$ cat src/rtl/mul_div_seq.sv
// mul_div_seq: iterative 32-bit unsigned multiply (shift-add) / divide (restoring)
// sequencer sharing one ripple-carry add/sub datapath; one result bit per clock.  Rev 1.0
`default_nettype none

module rc_add_sub_32 (
    input  logic [31:0] a,
    input  logic [31:0] b,
    input  logic        sna,
    output logic [31:0] sum,
    output logic        co
);
    logic [31:0] bx;
    logic        carry;

    // sna=1 turns the adder into a - b via invert-and-carry-in; co=1 then means no borrow
    always_comb begin
        bx    = b ^ {32{sna}};
        carry = sna;
        sum   = '0;
        for (int i = 0; i < 32; i++) begin
            sum[i] = a[i] ^ bx[i] ^ carry;
            carry  = (a[i] & bx[i]) | (carry & (a[i] ^ bx[i]));
        end
        co = carry;
    end
endmodule

module mul_div_seq #(
    parameter int ITER = 32
) (
    input  logic        clk,
    input  logic        rst_n,
    input  logic        start,
    input  logic        op,
    input  logic [31:0] a,
    input  logic [31:0] b,
    output logic [31:0] hi,
    output logic [31:0] lo,
    output logic        busy,
    output logic        done,
    output logic        dz
);
    localparam int CW = $clog2(ITER);
    localparam logic [CW-1:0] LAST = CW'(ITER - 1);

    typedef enum logic [1:0] {
        S_IDLE = 2'd0,
        S_RUN  = 2'd1,
        S_FIN  = 2'd2
    } state_t;

    state_t          state, state_nxt;
    logic            op_q;
    logic [31:0]     b_q;
    logic [CW-1:0]   cnt;

    logic            div0;
    logic            t;
    logic [31:0]     rem_sh;
    logic [31:0]     add_a, add_b, sum;
    logic            co;
    logic            div_ok;

    assign div0   = op & (b == 32'd0);
    assign t      = hi[31];
    assign rem_sh = {hi[30:0], lo[31]};
    assign add_a  = op_q ? rem_sh : hi;
    assign add_b  = op_q ? b_q : (lo[0] ? b_q : 32'd0);
    assign div_ok = t | co;

    rc_add_sub_32 u_add (
        .a   (add_a),
        .b   (add_b),
        .sna (op_q),
        .sum (sum),
        .co  (co)
    );

    always_ff @(posedge clk or negedge rst_n) begin
        if (!rst_n) state <= S_IDLE;
        else        state <= state_nxt;
    end

    always_comb begin
        state_nxt = state;
        busy      = 1'b0;
        done      = 1'b0;
        case (state)
            S_IDLE: if (start) state_nxt = S_RUN;
            S_RUN: begin
                busy = 1'b1;
                if (cnt == LAST) state_nxt = S_FIN;
            end
            S_FIN: begin
                busy      = 1'b1;
                done      = 1'b1;
                state_nxt = S_IDLE;
            end
            default: state_nxt = S_IDLE;
        endcase
    end

    // Divide-by-zero enters RUN on its final count with the datapath frozen,
    // so its result appears one edge after acceptance.
    always_ff @(posedge clk or negedge rst_n) begin
        if (!rst_n) begin
            hi   <= '0;
            lo   <= '0;
            dz   <= 1'b0;
            op_q <= 1'b0;
            b_q  <= '0;
            cnt  <= '0;
        end else begin
            case (state)
                S_IDLE: begin
                    if (start) begin
                        op_q <= op;
                        b_q  <= b;
                        if (div0) begin
                            hi  <= a;
                            lo  <= '1;
                            dz  <= 1'b1;
                            cnt <= LAST;
                        end else begin
                            hi  <= '0;
                            lo  <= a;
                            dz  <= 1'b0;
                            cnt <= '0;
                        end
                    end
                end
                S_RUN: begin
                    cnt <= cnt + 1'b1;
                    if (!dz) begin
                        if (!op_q) begin
                            hi <= {co, sum[31:1]};
                            lo <= {sum[0], lo[31:1]};
                        end else if (div_ok) begin
                            hi <= sum;
                            lo <= {lo[30:0], 1'b1};
                        end else begin
                            hi <= rem_sh;
                            lo <= {lo[30:0], 1'b0};
                        end
                    end
                end
                default: ;
            endcase
        end
    end
endmodule

`default_nettype wire

$ cat config.mk
export PLATFORM = sky130hd
export DESIGN_NAME = mul_div_seq
export DESIGN_NICKNAME = d
export VERILOG_FILES = /design/src/rtl/mul_div_seq.sv
export SDC_FILE = /design/constraint.sdc
export NUM_CORES = 1
export LEC_CHECK = 0
export ABC_CLOCK_PERIOD_IN_PS = 23000
export BUFFER_PORTS_ARGS = -buffer_cell sky130_fd_sc_hd__buf_2
export CORE_ASPECT_RATIO = 0.5
export CORE_MARGIN = 2
export CORE_UTILIZATION = 56
export CTS_CLUSTER_DIAMETER = 150
export DETAILED_ROUTE_END_ITERATION = 16
export PLACE_DENSITY = 0.89
export REMOVE_ABC_BUFFERS = 1
export SETUP_SLACK_MARGIN = 0.5
export SLEW_MARGIN = 25
export SYNTH_ARGS = -nofsm -noshare
export SYNTH_HDL_FRONTEND = slang
export SYNTH_SLANG_ARGS = --single-unit
export TNS_END_PERCENT = 5
$ cat constraint.sdc
create_clock -name clk -period 23 [get_ports clk]
set_input_delay 5.75 -clock clk [delete_from_list [all_inputs] [get_ports clk]]
set_output_delay 5.75 -clock clk [all_outputs]
set_load 0.005 [all_outputs]
* Yosys cells after proc, flatten, opt, wreduce, memory -nomap -nowiden
Cells that the tools add are included.
** Storage, ports and cells
- Bits in registers :: 105
- Input port bits :: 68
- Output and inout port bits :: 67
- Word-level logic and storage cells :: 209
** Operators by class
- Add/subtract/negate cells :: 1
- Eq/ne operators :: 6
- Muxes and demuxes :: 24
- Bitwise operators :: 163
- Reduce and logical (&&, ||, !) cells :: 8
** Operators by type and width (number)
- 32-bit 2-to-1 mux :: 12
- 32-bit one-hot mux with 2 select lines :: 2
- 1-bit AND :: 65
- 1-bit bitwise XOR :: 64
- 1-bit bitwise OR :: 33
- 32-bit logical NOT :: 1
- 32-bit bitwise XOR :: 1
- 5-bit 2-to-1 mux :: 2
- 5-bit one-hot mux with 2 select lines :: 1
- 2-bit inequality test, second input constant :: 3
- 2-bit AND reduction :: 3
- 5-bit by 1-bit adder with 5-bit output, second input constant :: 1
- 5-bit equality test, second input constant :: 1
- 1-bit 2-to-1 mux :: 4
- 2-bit 2-to-1 mux :: 2
- 2-bit one-hot mux with 2 select lines :: 1
- 3-bit AND reduction :: 1
- 2-bit by 1-bit equality test with 1-bit output, second input constant :: 1
- 2-bit equality test, second input constant :: 1
- 2-bit logical NOT :: 1
- 2-bit nonzero test :: 1
- 2-bit OR reduction :: 1

* Longest topological paths before layout
- Depth in word-level cells :: 73
- Gate-level depth with buffers :: 44

* Cells and area by module
A second synthesis with hierarchy kept.
** Second synthesis, totals
- Cell total of the unflattened synthesis :: 876
- Area, all modules :: 8184.1 sq um
** Modules (own cells, without submodules)
- mul_div_seq :: times used 1, cells each 747, area each 6967.9 sq um, seq. area each 2627.5 sq um
- rc_add_sub_32 :: times used 1, cells each 129, area each 1216.2 sq um, seq. area each 0.0 sq um

* Worst setup path after synthesis
No wires, ideal clock.
- Path type :: reg-to-reg
- Start :: reg op_q
- End :: reg hi[0]
- Setup time :: 126 ps
- Data arrival time :: 15762 ps
- Required time :: 22874 ps
- Setup slack :: 7112 ps
- Stages on the path, launching flop included :: 44
- Buffers on the path :: 4
- Period minus slack after synthesis :: 15888 ps
- Cells stage by stage :: dfrtp_1 -> clkbuf_1 -> clkbuf_1 -> clkbuf_1 -> o21ai_0 -> fa_1 -> fa_1 -> fa_1 -> fa_1 -> fa_1 -> fa_1 -> fa_1 -> fa_1 -> fa_1 -> fa_1 -> fa_1 -> fa_1 -> fa_1 -> [... 8 more ...] -> fa_1 -> fa_1 -> fa_1 -> fa_1 -> fa_1 -> fa_1 -> fa_1 -> inv_1 -> fa_1 -> inv_1 -> fa_1 -> inv_1 -> fa_1 -> clkbuf_1 -> o21ai_0 -> xor2_1 -> a211oi_1 -> a221o_1
** On the way
- Word-level cells in the longest chain between the ends :: 72
- Elaborated cells on any way between the ends :: 138
- Those cells by class :: 6 x mux; 132 x bitwise
** Ends and longest elaborated chain
- start, declared :: RTL line 53 : logic op_q;
- start signal, assigned :: RTL line 117 : op_q <= op;
- 32-bit 2-to-1 mux :: RTL line 68 : assign add_b = op_q ? b_q : (lo[0] ? b_q : 32'd0);
- 32-bit bitwise XOR :: RTL line 17 : bx = b ^ {32{sna}};
- 1-bit bitwise XOR :: RTL line 21, 22
- 1-bit AND :: RTL line 22 : carry = (a[i] & bx[i]) | (carry & (a[i] ^ bx[i]));
- 1-bit bitwise OR :: RTL line 22
- 1-bit AND :: RTL line 22
- 1-bit bitwise OR :: RTL line 22
- 1-bit AND :: RTL line 22
- [... 56 more ...]
- 1-bit bitwise OR :: RTL line 22
- 1-bit AND :: RTL line 22
- 1-bit bitwise OR :: RTL line 22
- 1-bit bitwise OR :: RTL line 69 : assign div_ok = t | co;
- 32-bit 2-to-1 mux :: RTL line 138 : end else if (div_ok) begin
- 32-bit 2-to-1 mux (*) :: RTL line 135 : if (!op_q) begin
- 32-bit 2-to-1 mux (*) :: RTL line 134 : if (!dz) begin
- 32-bit one-hot mux with 2 select lines (*) :: RTL line 114 : case (state)
- end signal, assigned :: RTL line 136 : hi <= {co, sum[31:1]};
- end signal, assigned :: RTL line 139 : hi <= sum;
- end signal, assigned :: RTL line 142 : hi <= rem_sh;
- end, declared :: RTL line 37 : output logic [31:0] hi,
Mark *: on every way between the ends. The rest lies on a longest branch, timed or not. The select of a mux whose other input is x is not followed.
A chain may end at the register's enable or synchronous reset.

* Worst setup path in the final report
- Start :: reg op_q
- End :: reg hi[16]
** On the way
- Word-level cells in the longest chain between the ends :: 72
- Elaborated cells on any way between the ends :: 138
- Those cells by class :: 6 x mux; 132 x bitwise
** Ends and longest elaborated chain (RTL line)
- 32-bit 2-to-1 mux :: 68
- 32-bit bitwise XOR :: 17
- 1-bit bitwise XOR :: 22
- 1-bit AND :: 22
- 1-bit bitwise OR :: 22
- 1-bit AND :: 22
- 1-bit bitwise OR :: 22
- 1-bit AND :: 22
- [... 56 more ...]
- 1-bit bitwise OR :: 22
- 1-bit AND :: 22
- 1-bit bitwise OR :: 22
- 1-bit bitwise OR :: 69
- 32-bit 2-to-1 mux :: 138
- 32-bit 2-to-1 mux (*) :: 135
- 32-bit 2-to-1 mux (*) :: 134
- 32-bit one-hot mux with 2 select lines (*) :: 114
Marks and branches as above.

==> key figures <==
GRT
  – Largest net degree at the start of global routing: 77
  – Number of antenna violations at the first check in global routing: 0
  – First-pass GRT wire length: ~30,000 microns
  – Grt ovf: 0
  – GRT Util Overall: 0.2832
  – Vias in the first global route: 5,729

Logic synthesis
  – Mean Syn Cell Area: 10.89 sq um
  – Post-Synthesis Cell Area: approximately 0.0070 sq mm
  – Distinct cells, synth: 46
  – FF+latch count, synth: 105
  – Post-synth EDFFs: 0
  – Ys flop type: dfrtp_1
  – Yosys warns: 0
  – Gate Count Post-Synth: approximately 640
  – Sequential area share after synthesis: 0.3780
  – Synth async-reset ratio: 1.000

Timing
  – Final Hold Fails: 0
  – Final setup fails: 0
  – Unrepaired setup endpoints after global routing: no
  – Final Max Slew Viols: 0
  – Setup total negative slack: 0 ns
  – Layout Skew: 0.01142 ns
  – Post-layout min period: 16.29 ns
  – Achievable Freq: 61.41 MHz
  – Max-slew headroom: 0.4038
  – Measured slew at the worst slew-check pin: about 0.89 ns
  – Final worst-path cycle share: 0.7081

Setup path
  – Cell mode on critical path: fa_1
  – CP startpoint kind: register
  – Critical Path RT: 23.24 ns
  – R2R setup slack: 6.71 ns
  – CP endpoint kind: register
  – Worst EP arrival: 16.52 ns
  – Buf+Inv Stages, Crit Path: 5
  – Critical path class: reg -> reg
  – Crit-path max FO: 61
  – Top Family by Delay on Critical Path: adder cells
  – Crit-path max cell delay: about 0.65 ns
  – RR Startpoint: op_q
  – Worst reg2reg path endpoint: hi[16]
  – R2R cell count: 40
  – Worst path slowest cell: buf_4

Floorplanning
  – Die Height: 82.78 microns
  – Initial Util: 0.5818
  – Ports: around 140
  – CORE AREA: 0.01195 sq mm
  – FP Rows: 28
  – Die Wd: approximately 160 microns
  – Die area: 0.01337 sq mm

Clock network
  – # resized after CTS: 0
  – Root buf cell: clkbuf_16
  – CTS Buf Count: 9
  – CTS tree: yes
  – Worst skew pair latency: 0.35 ns
  – Hold-fix buffers at CTS: 0
  – Post-CTS setup buffers: 0
  – Reg clk slew, reported paths: 0.07 ns
  – Clk buf depth: 2
  – Num Clock Sinks: 105
  – CTS H-tree lvls: 3

Drt
  – Drt drc: 0
  – ANT nets after route: 0
  – Vias: about 5,900
  – Routed wire length per instance: slightly above 20 microns
  – Routed wire length: 18,450 microns
  – Drt via density: 6.488
  – 1st-iter DRT viols: between 500 and 600
  – Drt pass-1 iters: 5

Layout
  – Final net count: 839
  – Layout cells sized above 1: 0.3230
  – Area grow syn2layout: 15.12%
  – Commonest non-fill, non-tap cells in the layout: buf_2 (133), dfrtp_1 (104), mux2i_1 (90), nor2_1 (63), mux2_2 (38)
  – Layout Utilization: 0.6698
  – Most common cell after layout, fill and taps aside: buf_2

Placed design
  – GPL Wtd Cong: around 0.85
  – Port Buffers: 134
  – HPWL after DPL: ~12,000 microns

Worst hold path
  – Worst hold-check path type: reg -> reg
  – Sink of the worst hold path: b_q[16]
  – Worst Hold Depth: 1
  – Hold Startpoint: b_q[16]

Pwr
  – Total power: 1392 uW
  – Pwr Density: 174.0 mW/mm^2
  – Leakage: 0.003580 uW
  – Worst vdd ir: around 0.000084 V

Flow run
  – # Max-Cap Violations: 0

Status
  – Status: finished, final reports clean
-- registers in the layout, summed over array words and instances (netlist names) --
register,flops
dz,1
op_q,1
lo,32
cnt,5
b_q,32
state,2
hi,32
-- where the power goes --
| part | internal, uW | leakage [uW] | switching, uW |
|---|---|---|---|
| Sequential | 265 | 0.00123 | 92.0 |
| Combinational | 408 | 0.00220 | 460 |
| Clock | 98.4 | 0.000154 | 68.1 |
| Total | 772 | 0.00358 | 620 |
-- cell type report --
type | instances | area [sq um]
multi-input cells | 465 | 4045
fillers | 859 | 3945
flip-flops and latches | 105 | 2631
repair buffers | 147 | 774.5
clock buffers | 13 | 250.2
well taps | 165 | 206.4
clock inverters | 3 | 65.06
inverters | 7 | 26.28
diodes | 1 | 2.502
-- per-layer routing --
metal / track usage / share of wire / vias up
li1: - / - / 2615
met1: 0.3806 / 0.43 / 2969
met2: 0.4692 / 0.48 / 256
met3: 0.05663 / 0.072 / 38
met4: 0.09821 / 0.020 / 0
met5: 0 / 0 / -
-- how the worst max path moves through the flow --
stage,start,to,slack [ns],depth (start not counted)
after global routing,op_q,hi[20],6.03,40
after detailed placement,op_q,hi[4],6.80,40
final,op_q,hi[16],6.71,40
after global placement,op_q,hi[31],7.03,40
after floorplan,op_q,hi[0],3.44,40
after CTS,op_q,hi[16],6.68,40
-- worst reg2reg max path, delay by kind of cell (launching register included) --
family / cells / cell delay (ns)
AOI/OAI and AO/OA: 3 / 0.71
buffers and inverters: 5 / 1.29
muxes: 1 / 0.22
DFF: 1 / 0.64
and+or+nand+nor: 1 / 0.07
adders and majority gates: 30 / 13.26
-- cells by family (layout without fill, tap and decap cells) --
logic type	count (synthesis)	in the layout	synth area share
multiplexers	128	128	0.1912
adder cells (fa/ha/maj)	36	36	0.09829
flip-flops	105	105	0.3780
AND/OR/NAND/NOR	151	151	0.1143
XOR/XNOR	1	1	0.001260
other	0	1	0
buffers and inverters	68	170	0.04140
AO/OA/AOI/OAI	149	149	0.1755
-- metrics by stage --
step	hold WS (ns)	worst slack [ns]	instances	area, sq um
detailed placement	0.5168	6.800	888	7672
global route	0.5526	6.035	905	7999
CTS	0.5344	6.679	904	7988
global placement	0.4993	7.034	888	7672
finish	0.5332	6.715	906	8001
floorplan	0.4877	3.435	577	6689
-- synthesized netlist by cell type, types with 2 or more instances --
| cell | instances | area share |
|---|---|---|
| a211oi_1 | 2 | 0.0022 |
| a21o_1 | 4 | 0.0043 |
| a21oi_1 | 7 | 0.0050 |
| a221o_1 | 36 | 0.052 |
| a31oi_1 | 27 | 0.024 |
| and3_1 | 2 | 0.0018 |
| buf_1 | 6 | 0.0032 |
| buf_2 | 8 | 0.0058 |
| buf_6 | 3 | 0.0049 |
| clkbuf_1 | 44 | 0.024 |
| dfrtp_1 | 105 | 0.38 |
| fa_1 | 31 | 0.089 |
| ha_1 | 5 | 0.0090 |
| inv_1 | 7 | 0.0038 |
| mux2_2 | 38 | 0.062 |
| mux2i_1 | 90 | 0.13 |
| nand2b_1 | 5 | 0.0045 |
| nand3_1 | 32 | 0.023 |
| nand3b_1 | 2 | 0.0022 |
| nor2_1 | 63 | 0.034 |
| nor2b_1 | 3 | 0.0027 |
| nor4_1 | 4 | 0.0036 |
| nor4_2 | 2 | 0.0036 |
| o21ai_0 | 32 | 0.023 |
| o221a_2 | 31 | 0.050 |
| o311ai_0 | 2 | 0.0025 |
| or3_1 | 28 | 0.025 |
Power figures use the tool's default switching activity.
